$ cat src/rtl/sum_uart_tx.sv
// sum_uart_tx: buffers adder sum bytes in a small FIFO and sends each one
// as an 8N1 UART frame on a single tx pin.
module sum_uart_tx #(
    parameter int unsigned CLKS_PER_BIT = 16,
    parameter int unsigned FIFO_DEPTH   = 4
) (
    input  logic       clk,
    input  logic       rst_n,
    input  logic [7:0] sum_in,
    input  logic       sum_stb,
    output logic       tx,
    output logic       busy,
    output logic       fifo_full,
    output logic       overflow
);

    localparam int unsigned PTR_W  = $clog2(FIFO_DEPTH);
    localparam int unsigned CNT_W  = PTR_W + 1;
    localparam int unsigned BAUD_W = (CLKS_PER_BIT > 1) ? $clog2(CLKS_PER_BIT) : 1;

    typedef enum logic [1:0] {
        IDLE  = 2'd0,
        START = 2'd1,
        DATA  = 2'd2,
        STOP  = 2'd3
    } state_e;

    state_e state_q, state_d;

    logic [7:0]        mem_q [FIFO_DEPTH];
    logic [7:0]        mem_d [FIFO_DEPTH];
    logic [PTR_W-1:0]  wr_ptr_q, wr_ptr_d;
    logic [PTR_W-1:0]  rd_ptr_q, rd_ptr_d;
    logic [CNT_W-1:0]  count_q, count_d;
    logic [BAUD_W-1:0] baud_q, baud_d;
    logic [2:0]        bit_idx_q, bit_idx_d;
    logic [7:0]        shift_q, shift_d;
    logic              tx_q, tx_d;
    logic              busy_q, busy_d;
    logic              fifo_full_q, fifo_full_d;
    logic              overflow_q, overflow_d;

    logic              fifo_empty_c;
    logic              baud_end_c;
    logic              push_c;
    logic              pop_c;

    assign fifo_empty_c = (count_q == '0);
    assign baud_end_c   = (baud_q == BAUD_W'(CLKS_PER_BIT - 1));
    // Full is taken from the registered flag, so a pop in the same cycle cannot admit a push.
    assign push_c       = sum_stb & ~fifo_full_q;
    assign pop_c        = ~fifo_empty_c &
                          ((state_q == IDLE) | ((state_q == STOP) & baud_end_c));

    // FSM state register
    always_ff @(posedge clk or negedge rst_n) begin
        if (!rst_n) begin
            state_q <= IDLE;
        end else begin
            state_q <= state_d;
        end
    end

    // FSM next-state: frame sequencing, back-to-back when the FIFO still has data
    always_comb begin
        state_d = state_q;
        case (state_q)
            IDLE:  if (!fifo_empty_c) state_d = START;
            START: if (baud_end_c) state_d = DATA;
            DATA:  if (baud_end_c && (bit_idx_q == 3'd7)) state_d = STOP;
            STOP:  if (baud_end_c) state_d = fifo_empty_c ? IDLE : START;
            default: state_d = IDLE;
        endcase
    end

    // Outputs and datapath next values: FIFO, baud/bit counters, shifter, flags
    always_comb begin
        mem_d       = mem_q;
        wr_ptr_d    = wr_ptr_q;
        rd_ptr_d    = rd_ptr_q;
        baud_d      = baud_q;
        bit_idx_d   = bit_idx_q;
        shift_d     = shift_q;
        tx_d        = 1'b1;

        if (push_c) begin
            mem_d[wr_ptr_q] = sum_in;
            wr_ptr_d        = wr_ptr_q + PTR_W'(1);
        end
        if (pop_c) begin
            rd_ptr_d = rd_ptr_q + PTR_W'(1);
            shift_d  = mem_q[rd_ptr_q];
        end else if ((state_q == DATA) && baud_end_c) begin
            shift_d = {1'b0, shift_q[7:1]};
        end

        count_d = count_q + CNT_W'(push_c) - CNT_W'(pop_c);

        if ((state_q == IDLE) || baud_end_c) begin
            baud_d = '0;
        end else begin
            baud_d = baud_q + BAUD_W'(1);
        end

        if ((state_q == START) && baud_end_c) begin
            bit_idx_d = 3'd0;
        end else if ((state_q == DATA) && baud_end_c) begin
            bit_idx_d = bit_idx_q + 3'd1;
        end

        case (state_d)
            START:   tx_d = 1'b0;
            DATA:    tx_d = shift_d[0];
            default: tx_d = 1'b1;
        endcase

        busy_d      = (state_d != IDLE) || (count_d != '0);
        fifo_full_d = (count_d == CNT_W'(FIFO_DEPTH));
        overflow_d  = overflow_q | (sum_stb & fifo_full_q);
    end

    // Datapath and output registers
    always_ff @(posedge clk or negedge rst_n) begin
        if (!rst_n) begin
            for (int i = 0; i < int'(FIFO_DEPTH); i++) begin
                mem_q[i] <= '0;
            end
            wr_ptr_q    <= '0;
            rd_ptr_q    <= '0;
            count_q     <= '0;
            baud_q      <= '0;
            bit_idx_q   <= '0;
            shift_q     <= '0;
            tx_q        <= 1'b1;
            busy_q      <= 1'b0;
            fifo_full_q <= 1'b0;
            overflow_q  <= 1'b0;
        end else begin
            mem_q       <= mem_d;
            wr_ptr_q    <= wr_ptr_d;
            rd_ptr_q    <= rd_ptr_d;
            count_q     <= count_d;
            baud_q      <= baud_d;
            bit_idx_q   <= bit_idx_d;
            shift_q     <= shift_d;
            tx_q        <= tx_d;
            busy_q      <= busy_d;
            fifo_full_q <= fifo_full_d;
            overflow_q  <= overflow_d;
        end
    end

    assign tx        = tx_q;
    assign busy      = busy_q;
    assign fifo_full = fifo_full_q;
    assign overflow  = overflow_q;

endmodule

$ cat config.mk
export PLATFORM = sky130hd
export DESIGN_NAME = sum_uart_tx
export DESIGN_NICKNAME = d
export VERILOG_FILES = /design/src/rtl/sum_uart_tx.sv
export SDC_FILE = /design/constraint.sdc
export NUM_CORES = 1
export LEC_CHECK = 0
export CAP_MARGIN = 10
export CORE_ASPECT_RATIO = 0.9
export CORE_UTILIZATION = 59
export CTS_BUF_LIST = sky130_fd_sc_hd__clkbuf_4 sky130_fd_sc_hd__clkbuf_8 sky130_fd_sc_hd__clkbuf_16
export DETAILED_ROUTE_END_ITERATION = 10
export GPL_TIMING_DRIVEN = 0
export PLACE_DENSITY = 0.84
export SLEW_MARGIN = 40
export SYNTH_ARGS = -nofsm -noshare
export SYNTH_HDL_FRONTEND = slang
export SYNTH_SLANG_ARGS = --single-unit
$ cat constraint.sdc
create_clock -name clk -period 3.4 [get_ports clk]
set_input_delay 0.51 -clock clk [delete_from_list [all_inputs] [get_ports clk]]
set_output_delay 0.51 -clock clk [all_outputs]
set_load 0.1 [all_outputs]
==> results_dict.tcl <==
set metrics [dict create \
    post_dp_cell_area_um2 3110 \
    synth_seq_cells 60 \
    cts_sinks 60 \
    synth-seq-area-share 0.520 \
    yosys-top-cells-count "59 x dfrtp_1, 32 x mux2_2, 12 x inv_1" \
    gp_congestion 0.743 \
    cts_setup_buffers 0 \
    area_delta_synth_final_pct 14.6 \
    first_global_vias 1837 \
    slew_headroom 0.595 \
    ir_worst_vdd_uv 630 \
    final.setup.tns_ns 0 \
    drive_above_1_share 0.306 \
    startpoint "baud_q[0]" \
    cp.arrival_ns 3.36 \
    synth_top_area_cell "dfrtp_1" \
    overflow 0 \
    grt_first_pass_wirelength_um 8630 \
    io_pins 15 \
    outcome "complete, no violations" \
    avgSynthCellArea_um2 13.1 \
    antenna_cells 0 \
    synthCells 221 \
    hold_viol_final 0 \
    yosys_warnings 0 \
    skew_ns 0.00662 \
    endpoint_kind "flip-flop" \
    cts_buffers 9 \
    period_minus_slack_ns 3.15 \
    post-route-period-util 0.927 \
    wl_per_cell_um 16.4 \
    maxCapViolations 0 \
    fp.dieH_um 68.4 \
    row_count 23 \
    synth_ff_type "dfrtp_1" \
    synth.cell_area_um2 2890 \
    cp_max_fo 10 \
    cp-start-kind "flip-flop" \
    cts_resized 0 \
    coreArea_um2 4580 \
    dr.first_iter.drc_count 91 \
    crit_slowest_cell "or4b_1" \
    fillers 303 \
    via_count 1865 \
    setup_ws_ns 0.249 \
    clkTransAtPathRegs_ns 0.07 \
    h-tree-depth 3 \
    clk-insertion-delay-late_ns 0.34 \
    dp.cells 298 \
    worstPathRequired_ns 3.61 \
    slew_viol_final 0 \
    wirelength_um 5160 \
    drc 0 \
    synthesis.nets 241 \
    cts_buffer_depth 2 \
    nets 267 \
    drt_first_pass_iters 4 \
    synth_cell_types 48 \
    worst-path-buf-inv 2 \
    clockRootBuffer "clkbuf_8" \
    ant_nets 0 \
    p_leak_nw 1.39 \
    pre_cts_ws_ns 0.257 \
    rr_startpoint "baud_q[0]" \
    post-synth-top-area-fraction 0.511 \
    cp_cell_sequence "ha_1 > and4_1 > buf_6 > o211ai_2 > xnor2_1 > ha_1 > inv_1 > fa_1 > xor2_1 > xnor2_1 > or4b_1" \
    async_flop_share 1.00 \
    die_area_um2 5180 \
    ys_top_cells_by_area "dfrtp_1 51%, mux2_2 12%, mux4_2 6.2%" \
    yosysMostFrequentCell "dfrtp_1" \
    worstMarginPinSlew_ns 0.603 \
    synth-edff-count 0 \
    fmaxAchievable_mhz 317 \
    rsz0062_at_grt "false" \
    antenna_found_initial 0 \
    cp_top_family "adder cells" \
    fin_area_um2 3310 \
    instances_no_fill 314 \
    viasPerCell 5.94 \
    grt.total_usage 0.240 \
    die_w_um 75.8 \
    grt_max_degree 46 \
    setup_viol 0 \
    min_path_type "input pin to asynchronous set/reset pin" \
    dp.final_hpwl_um 3570 \
    worst_path_largest_cell_delay_ns 0.47 \
    power.density_nw_per_um2 1030 \
    cts_hold_buf 0 \
    critical_path_class "flip-flop to flip-flop" \
    cts_tree "done" \
    initial_core_util 0.632 \
    io_buffers 14 \
]
## cell type report
| cell class | count | area, um^2 | area share |
|---|---|---|---|
| Sequential cell | 60 | 1500 | 0.454 |
| Multi-Input combinational cell | 135 | 1270 | 0.382 |
| Clock buffer | 11 | 145 | 0.0438 |
| Timing Repair Buffer | 15 | 138 | 0.0416 |
| Tap cell | 62 | 77.6 | 0.0234 |
| Buffer | 14 | 76.3 | 0.0230 |
| Clock inverter | 5 | 61.3 | 0.0185 |
| Inverter | 12 | 45.0 | 0.0136 |
## report_power, final
| part | internal (mW) | switching (mW) | total [mW] |
|---|---|---|---|
| Clock | 0.367 | 0.282 | 0.649 |
| Sequential | 1.08 | 0.196 | 1.27 |
| Combinational | 0.720 | 0.756 | 1.48 |
| Total | 2.16 | 1.23 | 3.40 |
## metal layers
metal  global-route usage  vias to the layer above  part of all wire
met5                    0                        -                 0
met4               0.0764                        0             0.012
met3               0.0928                        8             0.037
met2                0.379                       29              0.48
met1                0.306                      949              0.47
li1                     -                      879                 -
## state kept, by name, indices dropped and copies added, names as in the netlist, 2 cells and up
name       count
mem_q         32
shift_q        8
baud_q         4
bit_idx_q      3
count_q        3
rd_ptr_q       2
state_q        2
wr_ptr_q       2
## worst reg2reg max path, delay by kind of cell, from the launching register on
| family | cells | cell delay (ns) |
|---|---|---|
| xor gates and xnor gates | 3 | 0.57 |
| and+or+nand+nor | 2 | 0.72 |
| buffers and inverters | 2 | 0.19 |
| adders and majority gates | 3 | 0.83 |
| DFF | 1 | 0.41 |
| AOI/OAI and AO/OA | 1 | 0.30 |
## final timing paths
path | to | slack [ns] | depth (start not counted)
min in group clk | overflow | 0.46 | 1
worst min-delay path | baud_q[0] | 0.03 | 1
worst min register to register | overflow | 0.46 | 1
worst max-delay path | busy | 0.25 | 11
worst max register to register | busy | 0.25 | 11
max in group asynchronous | rd_ptr_q[0] | 2.89 | 2
## layout by cell type (no fill, tap or decap), types with 2 or more instances in the layout
| cell | instances |
|---|---|
| a21o_1 | 2 |
| a22oi_1 | 4 |
| a31oi_1 | 2 |
| buf_2 | 10 |
| buf_6 | 2 |
| clkbuf_1 | 4 |
| clkbuf_8 | 10 |
| clkdlybuf4s50_1 | 9 |
| clkinvlp_4 | 3 |
| dfrtp_1 | 59 |
| ha_1 | 8 |
| inv_1 | 12 |
| mux2_2 | 32 |
| mux4_2 | 8 |
| nand2_1 | 8 |
| nand2b_1 | 2 |
| nand3_1 | 8 |
| nor2_1 | 3 |
| nor2b_1 | 5 |
| nor3_1 | 3 |
| o2111ai_1 | 7 |
| o21ai_0 | 6 |
| o2bb2ai_1 | 2 |
| o311ai_0 | 2 |
| o311ai_1 | 4 |
| xnor2_1 | 7 |
## through the flow
stage,hold WS (ns),utilization,total power [mW]
floorplan,0.214,-,2.43
CTS,0.0121,0.724,3.43
global route,0.00759,0.724,3.64
global placement,0.439,0.679,2.70
finish,0.0256,0.724,3.40
detailed placement,0.388,0.679,2.76
## cell families after synthesis
group,Yosys count,synth area share
DFF,60,0.520
muxes,41,0.191
AOI/OAI and AO/OA,39,0.110
and+or+nand+nor,38,0.0719
buffers and inverters,26,0.0420
adders and majority gates,9,0.0416
xor gates and xnor gates,8,0.0242
Note: power is estimated with default switching activity, not from simulation.
